<file path="config.mk">
export PLATFORM = sky130hd
export DESIGN_NAME = sram_arbiter
export DESIGN_NICKNAME = d
export VERILOG_FILES = /design/src/rtl/sram_arbiter_pkg.sv /design/src/rtl/sram_arb_pick.sv /design/src/rtl/sram_arbiter.sv
export SDC_FILE = /design/constraint.sdc
export NUM_CORES = 1
export LEC_CHECK = 0
export CORE_ASPECT_RATIO = 0.75
export CORE_UTILIZATION = 41
export CTS_BUF_LIST = sky130_fd_sc_hd__clkbuf_4
export DETAILED_ROUTE_END_ITERATION = 6
export MAX_ROUTING_LAYER = met4
export PLACE_DENSITY = 0.78
export SLEW_MARGIN = 25
export SYNTH_ARGS = -nofsm -noshare
export SYNTH_HDL_FRONTEND = slang
export SYNTH_SLANG_ARGS = --single-unit
export TNS_END_PERCENT = 20
</file>
<file path="constraint.sdc">
create_clock -name clk -period 2.3 [get_ports clk]
set_input_delay 0.23 -clock clk [delete_from_list [all_inputs] [get_ports clk]]
set_output_delay 0.23 -clock clk [all_outputs]
set_load 0.05 [all_outputs]
</file>
<file path="src/rtl/sram_arbiter_pkg.sv">
// Shared types and constants for the SRAM arbiter: FSM states, port ids,
// access timing and the latched access record.
package sram_arbiter_pkg;

    localparam int unsigned ADDR_W       = 18;
    localparam int unsigned DATA_W       = 8;
    localparam int unsigned SETUP_CYC    = 1;
    localparam int unsigned STROBE_CYC   = 3;
    localparam int unsigned HOLD_CYC     = 1;
    localparam int unsigned STARVE_LIMIT = 8;
    localparam int unsigned N_PORTS      = 3;
    localparam int unsigned PH_W         = 2;
    localparam int unsigned STARVE_W     = 4;

    typedef enum logic [1:0] {
        ST_IDLE   = 2'd0,
        ST_SETUP  = 2'd1,
        ST_STROBE = 2'd2,
        ST_HOLD   = 2'd3
    } state_t;

    typedef enum logic [1:0] {
        PORT_BOOT = 2'd0,
        PORT_VID  = 2'd1,
        PORT_CPU  = 2'd2
    } port_t;

    typedef struct packed {
        port_t             port;
        logic              we;
        logic [ADDR_W-1:0] addr;
        logic [DATA_W-1:0] wdata;
    } sram_xfer_t;

    // One-hot mask for a port id
    function automatic logic [N_PORTS-1:0] port_mask(input port_t p);
        return N_PORTS'(1) << p;
    endfunction

endpackage

</file>
<file path="src/rtl/sram_arb_pick.sv">
// Combinational priority picker: boot > video > cpu, with a starving cpu
// promoted above video. Excluded ports never win.
module sram_arb_pick
    import sram_arbiter_pkg::*;
(
    input  logic [N_PORTS-1:0] i_req,
    input  logic [N_PORTS-1:0] i_excl,
    input  logic               i_starve,
    output logic [N_PORTS-1:0] o_grant_c
);

    logic [N_PORTS-1:0] w_req;

    assign w_req = i_req & ~i_excl;

    // Fixed priority with starvation override of video by cpu
    always_comb begin
        o_grant_c = '0;
        if (w_req[PORT_BOOT]) begin
            o_grant_c = port_mask(PORT_BOOT);
        end else if (i_starve && w_req[PORT_CPU]) begin
            o_grant_c = port_mask(PORT_CPU);
        end else if (w_req[PORT_VID]) begin
            o_grant_c = port_mask(PORT_VID);
        end else if (w_req[PORT_CPU]) begin
            o_grant_c = port_mask(PORT_CPU);
        end
    end

endmodule

</file>
<file path="src/rtl/sram_arbiter.sv">
// Three-port arbiter for the external asynchronous SRAM. Every access runs a
// fixed SETUP/STROBE/HOLD sequence; all pad controls come straight from flops.
module sram_arbiter
    import sram_arbiter_pkg::*;
(
    input  logic              clk,
    input  logic              reset_n,
    input  logic              boot_req,
    input  logic              boot_we,
    input  logic [ADDR_W-1:0] boot_addr,
    input  logic [DATA_W-1:0] boot_wdata,
    output logic              boot_ack,
    input  logic              vid_req,
    input  logic [ADDR_W-1:0] vid_addr,
    output logic [DATA_W-1:0] vid_rdata,
    output logic              vid_ack,
    input  logic              cpu_req,
    input  logic              cpu_we,
    input  logic [ADDR_W-1:0] cpu_addr,
    input  logic [DATA_W-1:0] cpu_wdata,
    output logic [DATA_W-1:0] cpu_rdata,
    output logic              cpu_ack,
    output logic              sram_cs_b,
    output logic              sram_oe_b,
    output logic              sram_we_b,
    output logic [ADDR_W-1:0] sram_addr,
    output logic [DATA_W-1:0] sram_dout,
    output logic              sram_dout_en,
    input  logic [DATA_W-1:0] sram_din
);

    state_t             r_state;
    state_t             w_state_nxt;
    logic [PH_W-1:0]    r_phase;
    logic [PH_W-1:0]    w_phase_nxt;
    logic               w_arb;
    sram_xfer_t         r_cur;
    sram_xfer_t         w_sel;
    logic [N_PORTS-1:0] w_req;
    logic [N_PORTS-1:0] w_excl;
    logic [N_PORTS-1:0] w_grant;
    logic [N_PORTS-1:0] w_take;
    logic               w_load;
    logic               w_we_nxt;
    logic               w_starve;
    logic [STARVE_W-1:0] r_starve;
    logic               r_cs_b;
    logic               r_oe_b;
    logic               r_we_b;
    logic               r_dout_en;
    logic [N_PORTS-1:0] r_ack;
    logic [DATA_W-1:0]  r_vid_rdata;
    logic [DATA_W-1:0]  r_cpu_rdata;

    assign w_req    = {cpu_req, vid_req, boot_req};
    assign w_excl   = (r_state == ST_HOLD) ? port_mask(r_cur.port) : '0;
    assign w_starve = (r_starve >= STARVE_W'(STARVE_LIMIT));
    assign w_take   = w_arb ? w_grant : '0;
    assign w_load   = |w_take;
    assign w_we_nxt = w_load ? w_sel.we : r_cur.we;

    sram_arb_pick u_pick (
        .i_req     (w_req),
        .i_excl    (w_excl),
        .i_starve  (w_starve),
        .o_grant_c (w_grant)
    );

    // State and phase register
    always_ff @(posedge clk or negedge reset_n) begin
        if (!reset_n) begin
            r_state <= ST_IDLE;
            r_phase <= '0;
        end else begin
            r_state <= w_state_nxt;
            r_phase <= w_phase_nxt;
        end
    end

    // Next state; arbitration window is IDLE and the last HOLD clock
    always_comb begin
        w_state_nxt = r_state;
        w_phase_nxt = r_phase;
        w_arb       = 1'b0;
        case (r_state)
            ST_IDLE: begin
                w_arb = 1'b1;
                if (|w_grant) begin
                    w_state_nxt = ST_SETUP;
                    w_phase_nxt = '0;
                end
            end
            ST_SETUP: begin
                if (r_phase == PH_W'(SETUP_CYC - 1)) begin
                    w_state_nxt = ST_STROBE;
                    w_phase_nxt = '0;
                end else begin
                    w_phase_nxt = r_phase + PH_W'(1);
                end
            end
            ST_STROBE: begin
                if (r_phase == PH_W'(STROBE_CYC - 1)) begin
                    w_state_nxt = ST_HOLD;
                    w_phase_nxt = '0;
                end else begin
                    w_phase_nxt = r_phase + PH_W'(1);
                end
            end
            ST_HOLD: begin
                if (r_phase == PH_W'(HOLD_CYC - 1)) begin
                    w_arb       = 1'b1;
                    w_state_nxt = (|w_grant) ? ST_SETUP : ST_IDLE;
                    w_phase_nxt = '0;
                end else begin
                    w_phase_nxt = r_phase + PH_W'(1);
                end
            end
            default: begin
                w_state_nxt = ST_IDLE;
                w_phase_nxt = '0;
            end
        endcase
    end

    // Request fields of the granted port; video has no write path
    always_comb begin
        w_sel = '0;
        if (w_take[PORT_BOOT]) begin
            w_sel.port  = PORT_BOOT;
            w_sel.we    = boot_we;
            w_sel.addr  = boot_addr;
            w_sel.wdata = boot_wdata;
        end else if (w_take[PORT_VID]) begin
            w_sel.port  = PORT_VID;
            w_sel.we    = 1'b0;
            w_sel.addr  = vid_addr;
            w_sel.wdata = DATA_W'(0);
        end else if (w_take[PORT_CPU]) begin
            w_sel.port  = PORT_CPU;
            w_sel.we    = cpu_we;
            w_sel.addr  = cpu_addr;
            w_sel.wdata = cpu_wdata;
        end
    end

    // Latched access, pad strobes and acks, all decoded from the next state
    always_ff @(posedge clk or negedge reset_n) begin
        if (!reset_n) begin
            r_cur     <= '0;
            r_cs_b    <= 1'b1;
            r_oe_b    <= 1'b1;
            r_we_b    <= 1'b1;
            r_dout_en <= 1'b0;
            r_ack     <= '0;
        end else begin
            if (w_load) begin
                r_cur <= w_sel;
            end
            r_cs_b    <= (w_state_nxt == ST_IDLE);
            r_oe_b    <= !(((w_state_nxt == ST_SETUP) || (w_state_nxt == ST_STROBE)) && !w_we_nxt);
            r_we_b    <= !((w_state_nxt == ST_STROBE) && w_we_nxt);
            r_dout_en <= (w_state_nxt != ST_IDLE) && w_we_nxt;
            r_ack     <= '0;
            if ((w_state_nxt == ST_HOLD) && (w_phase_nxt == PH_W'(HOLD_CYC - 1))) begin
                r_ack <= port_mask(r_cur.port);
            end
        end
    end

    // Capture read data at the closing edge of the strobe window
    always_ff @(posedge clk or negedge reset_n) begin
        if (!reset_n) begin
            r_vid_rdata <= '0;
            r_cpu_rdata <= '0;
        end else if ((r_state == ST_STROBE) && (r_phase == PH_W'(STROBE_CYC - 1)) && !r_cur.we) begin
            if (r_cur.port == PORT_VID) begin
                r_vid_rdata <= sram_din;
            end
            if (r_cur.port == PORT_CPU) begin
                r_cpu_rdata <= sram_din;
            end
        end
    end

    // Cpu starvation counter: counts waiting clocks, saturating
    always_ff @(posedge clk or negedge reset_n) begin
        if (!reset_n) begin
            r_starve <= '0;
        end else if (!cpu_req || w_take[PORT_CPU]) begin
            r_starve <= '0;
        end else if (!w_starve) begin
            r_starve <= r_starve + STARVE_W'(1);
        end
    end

    assign boot_ack     = r_ack[PORT_BOOT];
    assign vid_ack      = r_ack[PORT_VID];
    assign cpu_ack      = r_ack[PORT_CPU];
    assign vid_rdata    = r_vid_rdata;
    assign cpu_rdata    = r_cpu_rdata;
    assign sram_cs_b    = r_cs_b;
    assign sram_oe_b    = r_oe_b;
    assign sram_we_b    = r_we_b;
    assign sram_addr    = r_cur.addr;
    assign sram_dout    = r_cur.wdata;
    assign sram_dout_en = r_dout_en;

endmodule
</file>
==> results of run 1 <==
cell usage after synthesis (3+ instances only):
library cell	number
mux2_2	16
ha_1	15
buf_2	6
a221o_1	8
a31o_2	3
a221oi_1	9
o21ai_0	22
and3_1	8
nor3b_1	18
o31ai_1	9
dfrtp_1	57
dfstp_2	3
o31ai_2	9
clkbuf_1	9
nand2_1	7
buf_4	29
a21oi_1	6
nor2_1	28
a221oi_2	9
nand2b_1	4
inv_1	11
sequential cells by signal, summed over array words and instances (netlist names):
signal,flops
cpu_rdata,8
r_ack,3
r_cur,3
r_phase,2
r_starve,4
r_state,2
sram_addr,18
sram_cs_b,1
sram_dout,8
sram_dout_en,1
sram_oe_b,1
sram_we_b,1
vid_rdata,8
cells in the final DEF (no fill, tap or decap), types with 2 or more instances in the layout:
cell             instances
clkdlybuf4s50_1        132
dfrtp_1                 57
buf_4                   29
nor2_1                  28
o21ai_0                 22
nor3b_1                 18
mux2_2                  16
ha_1                    15
inv_1                   11
clkbuf_4                10
a221oi_1                 9
o31ai_1                  9
a221oi_2                 9
o31ai_2                  9
and3_1                   8
a221o_1                  8
nand2_1                  6
a21oi_1                  4
nand2b_1                 4
a31o_2                   3
dfstp_2                  3
nand4bb_1                2
nor2b_1                  2
a21o_1                   2
a21oi_2                  2
nand3_1                  2
a31oi_1                  2
and2_1                   2
nor3_2                   2
clkinvlp_4               2
bufinv_16                2
buf_12                   2
worst max-delay path by stage:
stage | start | end | slack, ps | depth (start not counted)
floorplan | r_state[0]$_DFF_PN0_ | r_ack[0]$_DFF_PN0_ | 120 | 9
global placement | vid_req | sram_oe_b$_DFF_PN1_ | 140 | 7
detailed placement | vid_req | r_ack[0]$_DFF_PN0_ | 70 | 9
CTS | r_state[0]$_DFF_PN0_ | r_ack[0]$_DFF_PN0_ | 80 | 9
global route | r_state[0]$_DFF_PN0_ | r_ack[0]$_DFF_PN0_ | -20 | 9
finish | r_state[1]$_DFF_PN0_ | sram_oe_b$_DFF_PN1_ | 130 | 10
power by group:
| group | total (W) | switching (W) | internal [W] |
|---|---|---|---|
| logic | 0.00469 | 0.00283 | 0.00186 |
| clock network | 0.000877 | 0.000424 | 0.000453 |
| registers | 0.00175 | 0.000257 | 0.00149 |
metal layers:
metal	vias to the layer above	routed length (um)	track usage [%]
met5	-	0	-
met2	110	4389	36.54
li1	1449	-	-
met1	1488	4244	28.18
met4	0	89	6.667
met3	7	824	6.201
metrics by stage:
step / instances / util (%) / hold slack (ps)
6_report: 569 / 61.15 / 346.9
5_1_grt: 569 / 61.15 / 378.9
4_1_cts: 566 / 60.81 / 350.6
3_5_place_dp: 549 / 58.74 / 269.7
3_3_place_gp: 549 / 58.74 / 263.6
2_1_floorplan: 327 / - / -65.59
layout make-up:
| type | count | area share [%] |
|---|---|---|
| clock inverters | 6 | 1.726 |
| inverters | 11 | 0.8021 |
| clock buffers | 10 | 1.458 |
| repair buffers | 165 | 30.97 |
| flip-flops and latches | 60 | 29.24 |
| well taps | 108 | 2.625 |
| multi-input cells | 209 | 33.18 |
cell families (layout without fill, tap and decap cells):
family / Yosys count / after routing / share of synthesized area (%)
mux: 17 / 17 / 5.354
fa+ha+maj: 15 / 15 / 5.284
flops: 60 / 60 / 42.37
buf+inv: 58 / 192 / 9.827
xor+xnor: 2 / 2 / 0.4932
simple gates: 82 / 82 / 13.31
compound gates: 93 / 93 / 23.35
timing repair:
| item | in CTS | in global routing |
|---|---|---|
| setup buffers | 0 | 3 |
| endpoints found under the hold margin | 57 | 0 |
| setup endpoints to repair | 0 | 6 |
| hold buffers | 1 | 0 |
| resized for setup | 0 | 3 |
critical path: cells and delay by family, from the launching register on:
kind / cells / cell delay [ps]
flops: 1 / 400
buf+inv: 3 / 470
compound gates: 2 / 340
fa+ha+maj: 2 / 450
simple gates: 3 / 440
==> reports/metrics.csv, run 1 <==
metric,value,unit
outcome,completed,
drt-vias-per-instance,5.367,
synth_edf_count,0,
cts_made_buffers,9,
peakVddDrop,0.0008086,V
maxSlewHeadroom,62.65,%
grt_overflow,0,
drt_first_pass_iters,4,
cts_tree,built,
synth_area_per_cell,10.86,um2
drtIter0Drc,120,
syn_area,3552,um2
die_h,82.61,um
clock_sinks,60,
skew,16.15,ps
htree_num_levels,3,
power,0.007318,W
wl_per_cell,16.78,um
dp_worst_setup_slack,71.73,ps
worst_ep_arrival_time,2500,ps
place_congestion,0.8656,
clkTransAtPathRegs,110,ps
hold_class,in2async,
cp.required,2630,ps
fin_crit_sh,94.38,%
n_antenna_cell,0,
vias,3054,
crit_chain,"buf_4, ha_1, buf_4, nor2b_1, o32a_1, nor2_1, a21oi_2, buf_4, ha_1, nand4b_1",
grt_max_degree,61,
setup_ws,129.3,ps
dieArea,9044,um2
dp_hpwl,7006,um
multi_input_area,1708,um2
synth_top_area_share,40.15,%
power.leakage,2.191,nW
r2r_slack,130,ps
root_buffer,clkbuf_4,
worst_pin_slew,558.5,ps
coreArea,8418,um2
synth_area_leaders,"dfrtp_1 (40%), buf_4 (6.1%), ha_1 (5.3%)",
r2r-start,r_state[1]$_DFF_PN0_,
slowest_stage,dfrtp_1,
path_class,reg2reg,
drv_slew,0,
setup_viol,0,
initial_core_util,42.20,%
grt_pass1_wl,15120,um
path_max_fanout,5,
drc,0,
synthArstFlopShare,100.0,%
drt-total-wl,9548,um
ios,134,
placed_cell_area,4945,um2
fin_crit,2171,ps
max_freq,460.7,MHz
portBuffers,133,
ys_seq_area_share,42.37,%
nNetsFinal,556,
synthDominantAreaCellType,dfrtp_1,
critPathCaptureType,flop,
yosysWarnings,0,
powerDensity,1422,nW/um2
grt_usage,22.71,%
ant_nets,0,
slowest_delay,400,ps
synthFlopType,dfrtp_1,
hold_violations,0,
drive_above_1_share,21.48,%
cp_common_cell,buf_4,
startpoint_type,flop,
die_width,109.5,um
area_growth,44.91,%
clockBufferDepth,2,
synth-seq-cells,60,
reg2regPathDepth,10,
grt_antenna_before_repair,0,
synthDistinctLibCells,54,
fillers,701,
rr_endpoint,sram_oe_b$_DFF_PN1_,
synth_nets,427,
seq_area,1505,um2
setup_tns,0,ps
fin_area,5147,um2
grt_pass1_vias,3103,
placementRows,29,
synthCells,327,
insertion_delay,410,ps
cap_violations,0,
Power figures use the tool's default switching activity.
==> run 2: changes to the inputs <==
--- a/config.mk
+++ b/config.mk
@@ -11,8 +11,8 @@
 export DETAILED_ROUTE_END_ITERATION = 6
 export MAX_ROUTING_LAYER = met4
 export PLACE_DENSITY = 0.78
-export SLEW_MARGIN = 25
+export SLEW_MARGIN = 20
 export SYNTH_ARGS = -nofsm -noshare
 export SYNTH_HDL_FRONTEND = slang
 export SYNTH_SLANG_ARGS = --single-unit
-export TNS_END_PERCENT = 20
+export TNS_END_PERCENT = 50
==> results of run 2 <==
Same layout as run 1: the final DEF is identical, and so are final timing and power.
==> run 3: changes to the inputs <==
--- a/config.mk
+++ b/config.mk
@@ -5,6 +5,7 @@
 export SDC_FILE = /design/constraint.sdc
 export NUM_CORES = 1
 export LEC_CHECK = 0
+export CAP_MARGIN = 20
 export CORE_ASPECT_RATIO = 0.75
 export CORE_UTILIZATION = 41
 export CTS_BUF_LIST = sky130_fd_sc_hd__clkbuf_4
==> results of run 3 <==
Same layout as run 1: the final DEF is identical, and so are final timing and power.
